`src/rtl/mips_ctrl_pkg.sv`:
```
`default_nettype none
// ============================================================================
//  Module  : mips_ctrl_pkg
//  Brief   : Shared encodings for the multicycle MIPS main control unit:
//            opcodes, ALUOp codes, FSM states, datapath select codes and
//            the I-type ALU decode helper.
//  Rev     : 1.0  initial release
// ============================================================================
package mips_ctrl_pkg;

  // Opcode field values (IR[31:26])
  localparam logic [5:0] OP_RTYPE = 6'b000000;
  localparam logic [5:0] OP_J     = 6'b000010;
  localparam logic [5:0] OP_JAL   = 6'b000011;
  localparam logic [5:0] OP_BEQ   = 6'b000100;
  localparam logic [5:0] OP_BNE   = 6'b000101;
  localparam logic [5:0] OP_ADDI  = 6'b001000;
  localparam logic [5:0] OP_SLTI  = 6'b001010;
  localparam logic [5:0] OP_SLTIU = 6'b001011;
  localparam logic [5:0] OP_ANDI  = 6'b001100;
  localparam logic [5:0] OP_ORI   = 6'b001101;
  localparam logic [5:0] OP_XORI  = 6'b001110;
  localparam logic [5:0] OP_LUI   = 6'b001111;
  localparam logic [5:0] OP_LW    = 6'b100011;
  localparam logic [5:0] OP_SW    = 6'b101011;

  // ALUOp encodings understood by the ALU control decoder
  localparam logic [2:0] ALUOP_ADD   = 3'b000;
  localparam logic [2:0] ALUOP_SUB   = 3'b001;
  localparam logic [2:0] ALUOP_AND   = 3'b010;
  localparam logic [2:0] ALUOP_OR    = 3'b011;
  localparam logic [2:0] ALUOP_XOR   = 3'b100;
  localparam logic [2:0] ALUOP_SLT   = 3'b101;
  localparam logic [2:0] ALUOP_FUNCT = 3'b110;
  localparam logic [2:0] ALUOP_SLTU  = 3'b111;

  // FSM state encodings
  localparam logic [3:0] S_RST    = 4'd0;
  localparam logic [3:0] FETCH    = 4'd1;
  localparam logic [3:0] DECODE   = 4'd2;
  localparam logic [3:0] EXEC_R   = 4'd3;
  localparam logic [3:0] EXEC_I   = 4'd4;
  localparam logic [3:0] ALU_WB   = 4'd5;
  localparam logic [3:0] MEM_ADDR = 4'd6;
  localparam logic [3:0] MEM_RD   = 4'd7;
  localparam logic [3:0] MEM_WB   = 4'd8;
  localparam logic [3:0] MEM_WR   = 4'd9;
  localparam logic [3:0] BRANCH   = 4'd10;
  localparam logic [3:0] JUMP     = 4'd11;
  localparam logic [3:0] HALT     = 4'd12;

  // Register-file destination select
  localparam logic [1:0] REGDST_RT = 2'b00;
  localparam logic [1:0] REGDST_RD = 2'b01;
  localparam logic [1:0] REGDST_RA = 2'b10;

  // Register-file write-data select
  localparam logic [1:0] MTR_ALUOUT = 2'b00;
  localparam logic [1:0] MTR_MDR    = 2'b01;
  localparam logic [1:0] MTR_PC     = 2'b10;
  localparam logic [1:0] MTR_LUI    = 2'b11;

  // ALU operand A select
  localparam logic [1:0] SRCA_PC   = 2'b00;
  localparam logic [1:0] SRCA_REGA = 2'b01;

  // ALU operand B select; code 11 means zero-ext imm in EXEC_I and
  // sign-ext imm<<2 in DECODE, the datapath picks by state
  localparam logic [1:0] SRCB_REGB = 2'b00;
  localparam logic [1:0] SRCB_FOUR = 2'b01;
  localparam logic [1:0] SRCB_SIMM = 2'b10;
  localparam logic [1:0] SRCB_EXT  = 2'b11;

  // PC source select
  localparam logic [1:0] PCSRC_ALU    = 2'b00;
  localparam logic [1:0] PCSRC_ALUOUT = 2'b01;
  localparam logic [1:0] PCSRC_JUMP   = 2'b10;
  localparam logic [1:0] PCSRC_REGA   = 2'b11;

  typedef struct packed {
    logic [2:0] alu_op;
    logic [1:0] alu_src_b;
  } exec_i_ctrl_t;

  // Immediate-type ALU control: logical ops zero-extend, arithmetic and
  // compare ops sign-extend; lui bypasses the ALU entirely.
  function automatic exec_i_ctrl_t exec_i_decode(input logic [5:0] op);
    exec_i_ctrl_t c;
    c.alu_op    = ALUOP_ADD;
    c.alu_src_b = SRCB_REGB;
    case (op)
      OP_ADDI:  begin c.alu_op = ALUOP_ADD;  c.alu_src_b = SRCB_SIMM; end
      OP_ANDI:  begin c.alu_op = ALUOP_AND;  c.alu_src_b = SRCB_EXT;  end
      OP_ORI:   begin c.alu_op = ALUOP_OR;   c.alu_src_b = SRCB_EXT;  end
      OP_XORI:  begin c.alu_op = ALUOP_XOR;  c.alu_src_b = SRCB_EXT;  end
      OP_SLTI:  begin c.alu_op = ALUOP_SLT;  c.alu_src_b = SRCB_SIMM; end
      OP_SLTIU: begin c.alu_op = ALUOP_SLTU; c.alu_src_b = SRCB_SIMM; end
      default:  begin c.alu_op = ALUOP_ADD;  c.alu_src_b = SRCB_REGB; end
    endcase
    return c;
  endfunction

  // Opcodes routed to EXEC_I
  function automatic logic is_itype(input logic [5:0] op);
    return (op == OP_ADDI) || (op == OP_ANDI) || (op == OP_ORI) ||
           (op == OP_XORI) || (op == OP_SLTI) || (op == OP_SLTIU) ||
           (op == OP_LUI);
  endfunction

endpackage : mips_ctrl_pkg
`default_nettype wire

```
`src/rtl/mc_ctrl_fsm.sv`:
```
`default_nettype none
// ============================================================================
//  Module  : mc_ctrl_fsm
//  Brief   : Multicycle MIPS main control FSM. Sequences fetch, decode,
//            execute, memory and writeback over a shared ALU/memory port.
//            Outputs are decoded from state, with mem_ready, zero and jr
//            folded into the handful of strobes that depend on them.
//  Rev     : 1.0  initial release
// ============================================================================
module mc_ctrl_fsm
  import mips_ctrl_pkg::*;
#(
  parameter int OPCODE_W = 6,
  parameter int ALUOP_W  = 3
) (
  input  logic                clk,
  input  logic                reset,
  input  logic [OPCODE_W-1:0] opcode,
  input  logic                jr,
  input  logic                zero,
  input  logic                mem_ready,
  output logic                pc_write,
  output logic                ir_write,
  output logic                mem_read,
  output logic                mem_write,
  output logic                iord,
  output logic                reg_write,
  output logic [1:0]          reg_dst,
  output logic [1:0]          mem_to_reg,
  output logic [1:0]          alu_src_a,
  output logic [1:0]          alu_src_b,
  output logic [ALUOP_W-1:0]  alu_op,
  output logic [1:0]          pc_source,
  output logic                invalid_op
);

  logic [3:0]   r_state;
  logic [3:0]   w_next;
  logic         r_invalid_op;
  exec_i_ctrl_t w_ictl;

  assign w_ictl     = exec_i_decode(opcode);
  assign invalid_op = r_invalid_op;

  // State register and sticky invalid-opcode flag; reset overrides any wait
  always_ff @(posedge clk) begin
    if (reset) begin
      r_state      <= S_RST;
      r_invalid_op <= 1'b0;
    end else begin
      r_state <= w_next;
      if (w_next == HALT) begin
        r_invalid_op <= 1'b1;
      end
    end
  end

  // Next-state decode, including opcode dispatch out of DECODE
  always_comb begin
    w_next = r_state;
    case (r_state)
      S_RST:  w_next = FETCH;
      FETCH:  w_next = mem_ready ? DECODE : FETCH;
      DECODE: begin
        if (opcode == OP_RTYPE) begin
          w_next = EXEC_R;
        end else if ((opcode == OP_LW) || (opcode == OP_SW)) begin
          w_next = MEM_ADDR;
        end else if ((opcode == OP_BEQ) || (opcode == OP_BNE)) begin
          w_next = BRANCH;
        end else if ((opcode == OP_J) || (opcode == OP_JAL)) begin
          w_next = JUMP;
        end else if (is_itype(opcode)) begin
          w_next = EXEC_I;
        end else begin
          w_next = HALT;
        end
      end
      EXEC_R:   w_next = jr ? FETCH : ALU_WB;
      EXEC_I:   w_next = ALU_WB;
      ALU_WB:   w_next = FETCH;
      MEM_ADDR: w_next = (opcode == OP_SW) ? MEM_WR : MEM_RD;
      MEM_RD:   w_next = mem_ready ? MEM_WB : MEM_RD;
      MEM_WB:   w_next = FETCH;
      MEM_WR:   w_next = mem_ready ? FETCH : MEM_WR;
      BRANCH:   w_next = FETCH;
      JUMP:     w_next = FETCH;
      HALT:     w_next = HALT;
      default:  w_next = S_RST;
    endcase
  end

  // Datapath control decode; every state starts from all-zero controls
  always_comb begin
    pc_write   = 1'b0;
    ir_write   = 1'b0;
    mem_read   = 1'b0;
    mem_write  = 1'b0;
    iord       = 1'b0;
    reg_write  = 1'b0;
    reg_dst    = REGDST_RT;
    mem_to_reg = MTR_ALUOUT;
    alu_src_a  = SRCA_PC;
    alu_src_b  = SRCB_REGB;
    alu_op     = ALUOP_ADD;
    pc_source  = PCSRC_ALU;
    case (r_state)
      FETCH: begin
        // PC+4 computed on the ALU while the instruction is read
        mem_read  = 1'b1;
        alu_src_b = SRCB_FOUR;
        ir_write  = mem_ready;
        pc_write  = mem_ready;
      end
      DECODE: begin
        // Speculatively form the branch target into ALUOut
        alu_src_b = SRCB_EXT;
      end
      EXEC_R: begin
        alu_src_a = SRCA_REGA;
        alu_op    = ALUOP_FUNCT;
        if (jr) begin
          pc_write  = 1'b1;
          pc_source = PCSRC_REGA;
        end
      end
      EXEC_I: begin
        alu_src_a = SRCA_REGA;
        alu_op    = w_ictl.alu_op;
        alu_src_b = w_ictl.alu_src_b;
      end
      ALU_WB: begin
        reg_write = 1'b1;
        if (opcode == OP_RTYPE) begin
          reg_dst = REGDST_RD;
        end else if (opcode == OP_LUI) begin
          mem_to_reg = MTR_LUI;
        end
      end
      MEM_ADDR: begin
        alu_src_a = SRCA_REGA;
        alu_src_b = SRCB_SIMM;
      end
      MEM_RD: begin
        mem_read = 1'b1;
        iord     = 1'b1;
      end
      MEM_WB: begin
        reg_write  = 1'b1;
        mem_to_reg = MTR_MDR;
      end
      MEM_WR: begin
        mem_write = 1'b1;
        iord      = 1'b1;
      end
      BRANCH: begin
        alu_src_a = SRCA_REGA;
        alu_op    = ALUOP_SUB;
        pc_source = PCSRC_ALUOUT;
        pc_write  = (opcode == OP_BNE) ? ~zero : zero;
      end
      JUMP: begin
        pc_write  = 1'b1;
        pc_source = PCSRC_JUMP;
        if (opcode == OP_JAL) begin
          // Link register receives the already-incremented PC
          reg_write  = 1'b1;
          reg_dst    = REGDST_RA;
          mem_to_reg = MTR_PC;
        end
      end
      default: begin
        // S_RST and HALT keep every control at zero
      end
    endcase
  end

endmodule : mc_ctrl_fsm
`default_nettype wire

```
`config.mk`:
```
export PLATFORM = sky130hd
export DESIGN_NAME = mc_ctrl_fsm
export DESIGN_NICKNAME = d
export VERILOG_FILES = /design/src/rtl/mips_ctrl_pkg.sv /design/src/rtl/mc_ctrl_fsm.sv
export SDC_FILE = /design/constraint.sdc
export NUM_CORES = 1
export LEC_CHECK = 0
export CAP_MARGIN = 30
export CORE_MARGIN = 2
export CORE_UTILIZATION = 40
export CTS_CLUSTER_DIAMETER = 50
export DETAILED_ROUTE_END_ITERATION = 16
export PLACE_DENSITY = 0.83
export SETUP_SLACK_MARGIN = 0.5
export SLEW_MARGIN = 25
export SYNTH_ARGS = -nofsm -noshare
export SYNTH_HDL_FRONTEND = slang
export SYNTH_SLANG_ARGS = --single-unit
```
`constraint.sdc`:
```
create_clock -name clk -period 2.05 [get_ports clk]
set_input_delay 0.41 -clock clk [delete_from_list [all_inputs] [get_ports clk]]
set_output_delay 0.41 -clock clk [all_outputs]
set_load 0.05 [all_outputs]
```
==> flow_summary.yaml, run 1 <==
clock_network:
  htree_levels: 1
  cts_buffers: 3
  cts_buffer_depth: 2
  postCtsSetupBuffers: 17
  cts_sinks: 5
  cts_hold_buf: 0
  root_buffer: "clkbuf_4"
  cts_resized: 84
synthesis:
  ys_seq_area_share_pct: 12.62
  synth_edf_count: 0
  synth_area_um2: 793.3
  yosys.area.top_type: "dfxtp_1"
  synth_seq_cells: 5
  synth_top_area_share_pct: 12.62
  synth_nets: 135
  yosysWarnings: 0
  syn_area_per_cell_um2: 6.397
  syn_inst: 124
  ys_types: 45
  synth_flop_cell: "dfxtp_1"
  synth_area_leaders: "dfxtp_1 (13%), nand2_1 (8.0%), a21oi_1 (6.9%)"
  ys_async_sr_fraction_pct: 0
floorplanning:
  die_x_um: 48.53
  die_y_um: 48.53
  ios: 31
  initial_core_util_pct: 41.28
  placementRows: 16
placement:
  port_buffers: 29
  place_area_mm2: 0.001664
  dp_hpwl_mm: 2.849
  gp_congestion: 0.9289
outcome:
  status: "did not finish"
  tool.error: "[ERROR DPL-0038] Utilization greater than 100%, impossible to legalize"
  lastStage: "clock tree synthesis (4_1_cts)"
[per-stage QoR]
step	cells	hold WS [ns]	setup TNS, ns	setup slack (ns)
floorplan	124	0.4750	-0.002748	-0.002748
detailed placement	199	0.4663	-4.870	-0.5833
global placement	199	0.4587	-3.964	-0.5309
[cells by family after synthesis]
group	after synthesis	share of synthesized area, %
AOI/OAI and AO/OA	31	25.87
other	1	0.4727
and+or+nand+nor	71	48.90
muxes	2	2.839
buffers and inverters	13	8.202
xor gates and xnor gates	1	1.104
DFF	5	12.62
[synth_stat cells, types with 3 or more instances]
| master | number |
|---|---|
| nand2b_1 | 8 |
| buf_2 | 4 |
| dfxtp_1 | 5 |
| o21a_1 | 3 |
| a21oi_1 | 11 |
| nor2_1 | 14 |
| nor3_1 | 7 |
| nand3_1 | 5 |
| and2_1 | 3 |
| o21ai_0 | 6 |
| nand2_1 | 17 |
| inv_1 | 4 |
==> inputs of run 2 (changes only) <==
- CORE_AREA: default -> 2 2 63 65
- CORE_MARGIN: 2 -> default
- CORE_UTILIZATION: 40 -> default
- CTS_CLUSTER_DIAMETER: 50 -> default
- DIE_AREA: default -> 0 0 65 67
- PLACE_DENSITY: 0.83 -> default
- PLACE_DENSITY_LB_ADDON: default -> 0.15
- SETUP_SLACK_MARGIN: 0.5 -> default
==> flow_summary.yaml, run 2 <==
clock_network:
  htree_levels: 1
  cts_sinks: 5
  root_buffer: "clkbuf_8"
  cts_buffers: 3
  cts_hold_buf: 0
  clock_latency_ns: 0.22
  cts_buffer_depth: 2
  cts_tree: "yes"
  path_clk_slew_ns: 0.03
synthesis:
  synth_area_leaders: "dfxtp_1 (13%), nand2_1 (8.0%), a21oi_1 (6.9%)"
  ys_types: 45
  synth_area_um2: 793.3
  synth_nets: 135
  yosys.area.top_type: "dfxtp_1"
  yosysMostFrequentCell: "nand2_1"
  synth_seq_cells: 5
  synth_common_cells: "nand2_1 (17), nor2_1 (14), a21oi_1 (11)"
  syn_inst: 124
  ys_seq_area_share_pct: 12.62
  synth_top_area_share_pct: 12.62
  syn_area_per_cell_um2: 6.397
  synth_edf_count: 0
  yosysWarnings: 0
  synth_flop_cell: "dfxtp_1"
  ys_async_sr_fraction_pct: 0
timing:
  setup_viol: 4
  skew_ns: 0.001498
  final.setup.worst_slack_ns: -0.1112
  grt_setup_unrepaired: "true"
  finalHoldViolCount: 0
  fmax_mhz: 462.7
  layout_min_cycle_time_ns: 2.161
  fin_crit_sh_pct: 105.4
  drv_slew: 0
finish:
  nets: 195
  largest_reg_flops: 4
  regMostFlops: "r_state"
  antenna_cells: 0
  final_common_cell: "buf_4"
  fillers: 353
  area_growth_syn_to_layout_pct: 122.1
  final_cell_mix: "buf_4 (30), buf_12 (17), nand2_1 (14), nor2_1 (12), a21oi_1 (11)"
  drive_above_1_share_pct: 50.27
power:
  power_frac_clock_pct: 29.0
  p_switching_mw: 0.2286
  swShare_pct: 36.99
  comb_power_share_pct: 52.3
  power_mw: 0.6179
  p_int_mw: 0.3894
  p_seq_share_pct: 18.7
  leakagePower_nw: 0.7221
  ir_drop_uv: 296.6
  power_density_mw_per_mm2: 350.8
global_route:
  globalRoute.totalOverflow: 0
  grt_max_degree: 17
  grtUsageTotal_pct: 14.35
  antenna_found_initial: 0
  grt_pass1_vias: 1078
  grt_pass1_wl_mm: 5.009
setup_path:
  worstReg2RegStart: "r_state[2]"
  reg2reg_depth: 7
  r2r_slack_ns: 0.43
  cp_slowest_cell: "or3_4"
  cp-end-kind: "output pin"
  path_cells: "buf_6 > or2_4 > nor4_4 > xnor2_1 > nor3_1 > or3_4 > buf_8"
  cp_num_buf_inv: 2
  crit_start: "opcode[3]"
  r2r_end: "invalid_op"
  arrival_ns: 1.75
  critical_path_required_ns: 1.64
  slowest_delay_ns: 0.38
  crit_type: "input pin to output pin"
  crit_fanout: 3
  crit_family: "simple AND/OR/NAND/NOR gates"
  cp-start-kind: "input pin"
  endpoint: "pc_write"
  crit_cells: 7
outcome:
  violations: "setup timing"
  status: "finished, violations left"
route:
  drc: 0
  drt-total-wl_mm: 2.879
  wl_per_cell_um: 12.46
  ant_nets: 0
  drtIter0Drc: 30
  routed-via-count: 1056
  dr.pass1.iters: 4
  detail_route.vias_per_cell: 4.571
floorplanning:
  die_x_um: 65
  initial_core_util_pct: 22.00
  die_y_um: 67
  placementRows: 22
  ios: 31
  die_area_mm2: 0.004355
  core_region_area_mm2: 0.003606
placement:
  place_ws_ns: -0.6334
  port_buffers: 29
  dp_hpwl_mm: 2.367
  gp_congestion: 0.8393
job:
  cap_violations: 0
worst_hold_path:
  hold_path.class: "flip-flop to flip-flop"
==> run 2: cell type report <==
type / instances / area [µm²] / share of cell area (%)
clock buffers: 4 / 45.04 / 2.557
inverters: 4 / 15.01 / 0.8523
multi-input cells: 106 / 787.0 / 44.67
flip-flops and latches: 5 / 106.4 / 6.037
well taps: 48 / 60.06 / 3.409
repair buffers: 64 / 748.2 / 42.47
==> run 2: cells by family after synthesis <==
family,Yosys count,share of synthesized area [%]
AND/OR/NAND/NOR,71,48.90
flip-flops,5,12.62
XOR/XNOR,1,1.104
other,1,0.4727
buffers and inverters,13,8.202
multiplexers,2,2.839
AO/OA/AOI/OAI,31,25.87
==> run 2: metal layers <==
metal  up-vias  share of wire [%]  GRT usage (%)
met5         -                  0              0
met2        16                 51          26.29
met4         0               0.49          3.191
li1        561                  -              -
met3         2                2.3         0.8446
met1       477                 46          18.33
==> run 2: repair_timing <==
| action | CTS | global route |
|---|---|---|
| setup endpoints to repair | 13 | 13 |
| setup buffers | 1 | 2 |
| gates resized for setup | 35 | 13 |
| pin swaps | 11 | 11 |
==> run 2: worst reg2reg max path, cell delays in order, from the launching register on <==
cell      delay (ns)
dfxtp_4         0.34
buf_4           0.17
nor2_1          0.19
nand3_1         0.24
nor2_1          0.17
a311oi_1        0.07
buf_4           0.17
o31ai_2         0.19
==> run 2: metrics by stage <==
| step | TNS, ns | cells | hold WS [ns] | instance area [µm²] | util [%] |
|---|---|---|---|---|---|
| floorplan | -0.04954 | 124 | 0.4824 | 882.1 | - |
| global route | -0.6309 | 231 | 0.4943 | 1762 | 48.86 |
| detailed placement | -5.565 | 224 | 0.4663 | 1587 | 44.00 |
| finish | -0.2857 | 231 | 0.4803 | 1762 | 48.86 |
| CTS | -0.4939 | 229 | 0.4808 | 1704 | 47.26 |
| global placement | -5.590 | 224 | 0.4569 | 1587 | 44.00 |
==> run 2: power by group through the flow <==
stage | logic [mW] | registers, mW | clock network, mW
after global routing | 0.343 | 0.118 | 0.191
after CTS | 0.317 | 0.115 | 0.185
after detailed placement | 0.302 | 0.116 | 0
final | 0.323 | 0.115 | 0.179
after global placement | 0.302 | 0.116 | 0
after floorplan | 0.166 | 0.107 | 0
==> run 2: how the worst min path moves through the flow <==
stage / from / endpoint / depth (start not counted) / slack [ns]
2_1_floorplan: reset / r_state[2] / 1 / 0.48
6_report: invalid_op / invalid_op / 2 / 0.48
3_3_place_gp: invalid_op / invalid_op / 2 / 0.46
4_1_cts: invalid_op / invalid_op / 2 / 0.48
5_1_grt: invalid_op / invalid_op / 2 / 0.49
3_5_place_dp: invalid_op / invalid_op / 2 / 0.47
(Power assumes the default switching activity.)
==> inputs of run 3 (changes only) <==
- REMOVE_ABC_BUFFERS: default -> 1
- SLEW_MARGIN: 25 -> 5
==> flow_summary.yaml, run 3 (synthesis results as in run 2) <==
outcome:
  status: "finished, violations left"
  violations: "setup timing"
route:
  dr.pass1.iters: 4
  dr_wl_met2_mm: 1.453
  route.met3.wl_um: 96
  drt-total-wl_mm: 2.992
  top_layer_used: "met4"
  wl_per_cell_um: 12.84
  routed-via-count: 1126
  drc: 0
  drtIter0Drc: 28
  ant_nets: 0
  detail_route.vias_per_cell: 4.833
  drt-met1-wl_mm: 1.397
global_route:
  grtUsageTotal_pct: 14.28
  globalRoute.totalOverflow: 0
  antenna_found_initial: 0
  grt_max_degree: 19
  grt_pass1_wl_mm: 4.899
  grt_pass1_vias: 1061
timing:
  layout_min_cycle_time_ns: 2.145
  finalHoldViolCount: 0
  hold-worst-slack_ns: 0.4783
  slew-limit-headroom_pct: 66.67
  drv_slew: 0
  tightest_slew_ns: 0.4985
  setup_viol: 7
  fmax_mhz: 466.2
  final.setup.worst_slack_ns: -0.09515
  grt_setup_unrepaired: "true"
  tns_ns: -0.4963
  fin_crit_sh_pct: 104.6
  skew_ns: 0.0001172
clock_network:
  htree_levels: 1
  cts_buffer_depth: 2
  root_buffer: "clkbuf_8"
  cts_sinks: 5
  cts_tree: "yes"
  path_clk_slew_ns: 0.03
  cts_buffers: 3
  clock_latency_ns: 0.22
placement:
  place_area_mm2: 0.001486
  dp.cells: 222
  port_buffers: 29
  place_ws_ns: -0.5786
  dp_hpwl_mm: 2.260
  gp_congestion: 0.8761
floorplanning:
  core_region_area_mm2: 0.003606
  die_area_mm2: 0.004355
  die_y_um: 67
  placementRows: 22
  ios: 31
  initial_core_util_pct: 22.00
  die_x_um: 65
setup_path:
  cp_slowest_cell: "mux2_2"
  path_cells: "buf_8 > buf_6 > buf_6 > nor4b_4 > nand3_1 > mux2_2 > nor2_4 > buf_12"
  slowest_delay_ns: 0.31
  critPathMostFrequentCell: "buf_6"
  cp-end-kind: "output pin"
  critical_path_required_ns: 1.64
  crit_type: "input pin to output pin"
  cp-start-kind: "input pin"
  crit_fanout: 4
  arrival_ns: 1.74
power:
  comb_power_share_pct: 51.5
  ir_drop_uv: 412.9
  power_mw: 0.6112
  p_int_mw: 0.3866
  power_density_mw_per_mm2: 357.3
  p_seq_share_pct: 19.5
  power_frac_clock_pct: 29.0
  leakagePower_nw: 0.7075
  p_switching_mw: 0.2246
  swShare_pct: 36.74
finish:
  antenna_cells: 0
  final_cell_area_mm2: 0.001710
  nets: 197
  regMostFlops: "r_state"
  area_growth_syn_to_layout_pct: 115.6
  largest_reg_flops: 4
  drive_above_1_share_pct: 49.73
  final_cells: 233
  final_cell_mix: "buf_4 (32), buf_12 (17), nand2_1 (14), nor2_1 (12), a21oi_1 (11)"
  post-route-util_pct: 47.43
  final_common_cell: "buf_4"
job:
  cap_violations: 0
worst_hold_path:
  hold_path.class: "flip-flop to flip-flop"
[run 3: power groups by stage]
stage / clock network [mW] / logic [mW] / registers [mW]
6_report: 0.177 / 0.315 / 0.119
5_1_grt: 0.189 / 0.333 / 0.120
4_1_cts: 0.183 / 0.303 / 0.118
3_5_place_dp: 0 / 0.281 / 0.118
3_3_place_gp: 0 / 0.282 / 0.118
2_1_floorplan: 0 / 0.126 / 0.119
[run 3: repair_timing]
action,in CTS,in global routing
pin swaps,17,16
gates cloned,0,1
gates resized for setup,49,15
hold buffers,0,0
setup buffers,4,3
setup endpoints to repair,11,14
[run 3: worst max-delay path, delay by kind of cell]
| family | cells | cell delay (ns) |
|---|---|---|
| AND/OR/NAND/NOR | 3 | 0.54 |
| buffers and inverters | 4 | 0.47 |
| multiplexers | 1 | 0.31 |
[run 3: path summary, 6_finish.rpt]
kind	start	to	slack, ns	cells after the start
worst max-delay path	opcode[5]	mem_to_reg[0]	-0.1	8
worst min-delay path	invalid_op	invalid_op	0.48	2
worst min register to register	invalid_op	invalid_op	0.48	2
worst max register to register	r_state[2]	invalid_op	0.41	7
[run 3: layout make-up]
class / instances / area [µm²]
inverters: 4 / 15.01
fillers: 345 / 1896
clock buffers: 4 / 45.04
flip-flops and latches: 5 / 103.9
multi-input cells: 106 / 742.0
repair buffers: 66 / 744.5
well taps: 48 / 60.06
[run 3: per-layer routing]
layer	global-route usage (%)	vias up
met5	0	-
met4	5.319	0
met3	1.520	4
met2	23.45	27
met1	19.13	533
li1	-	562
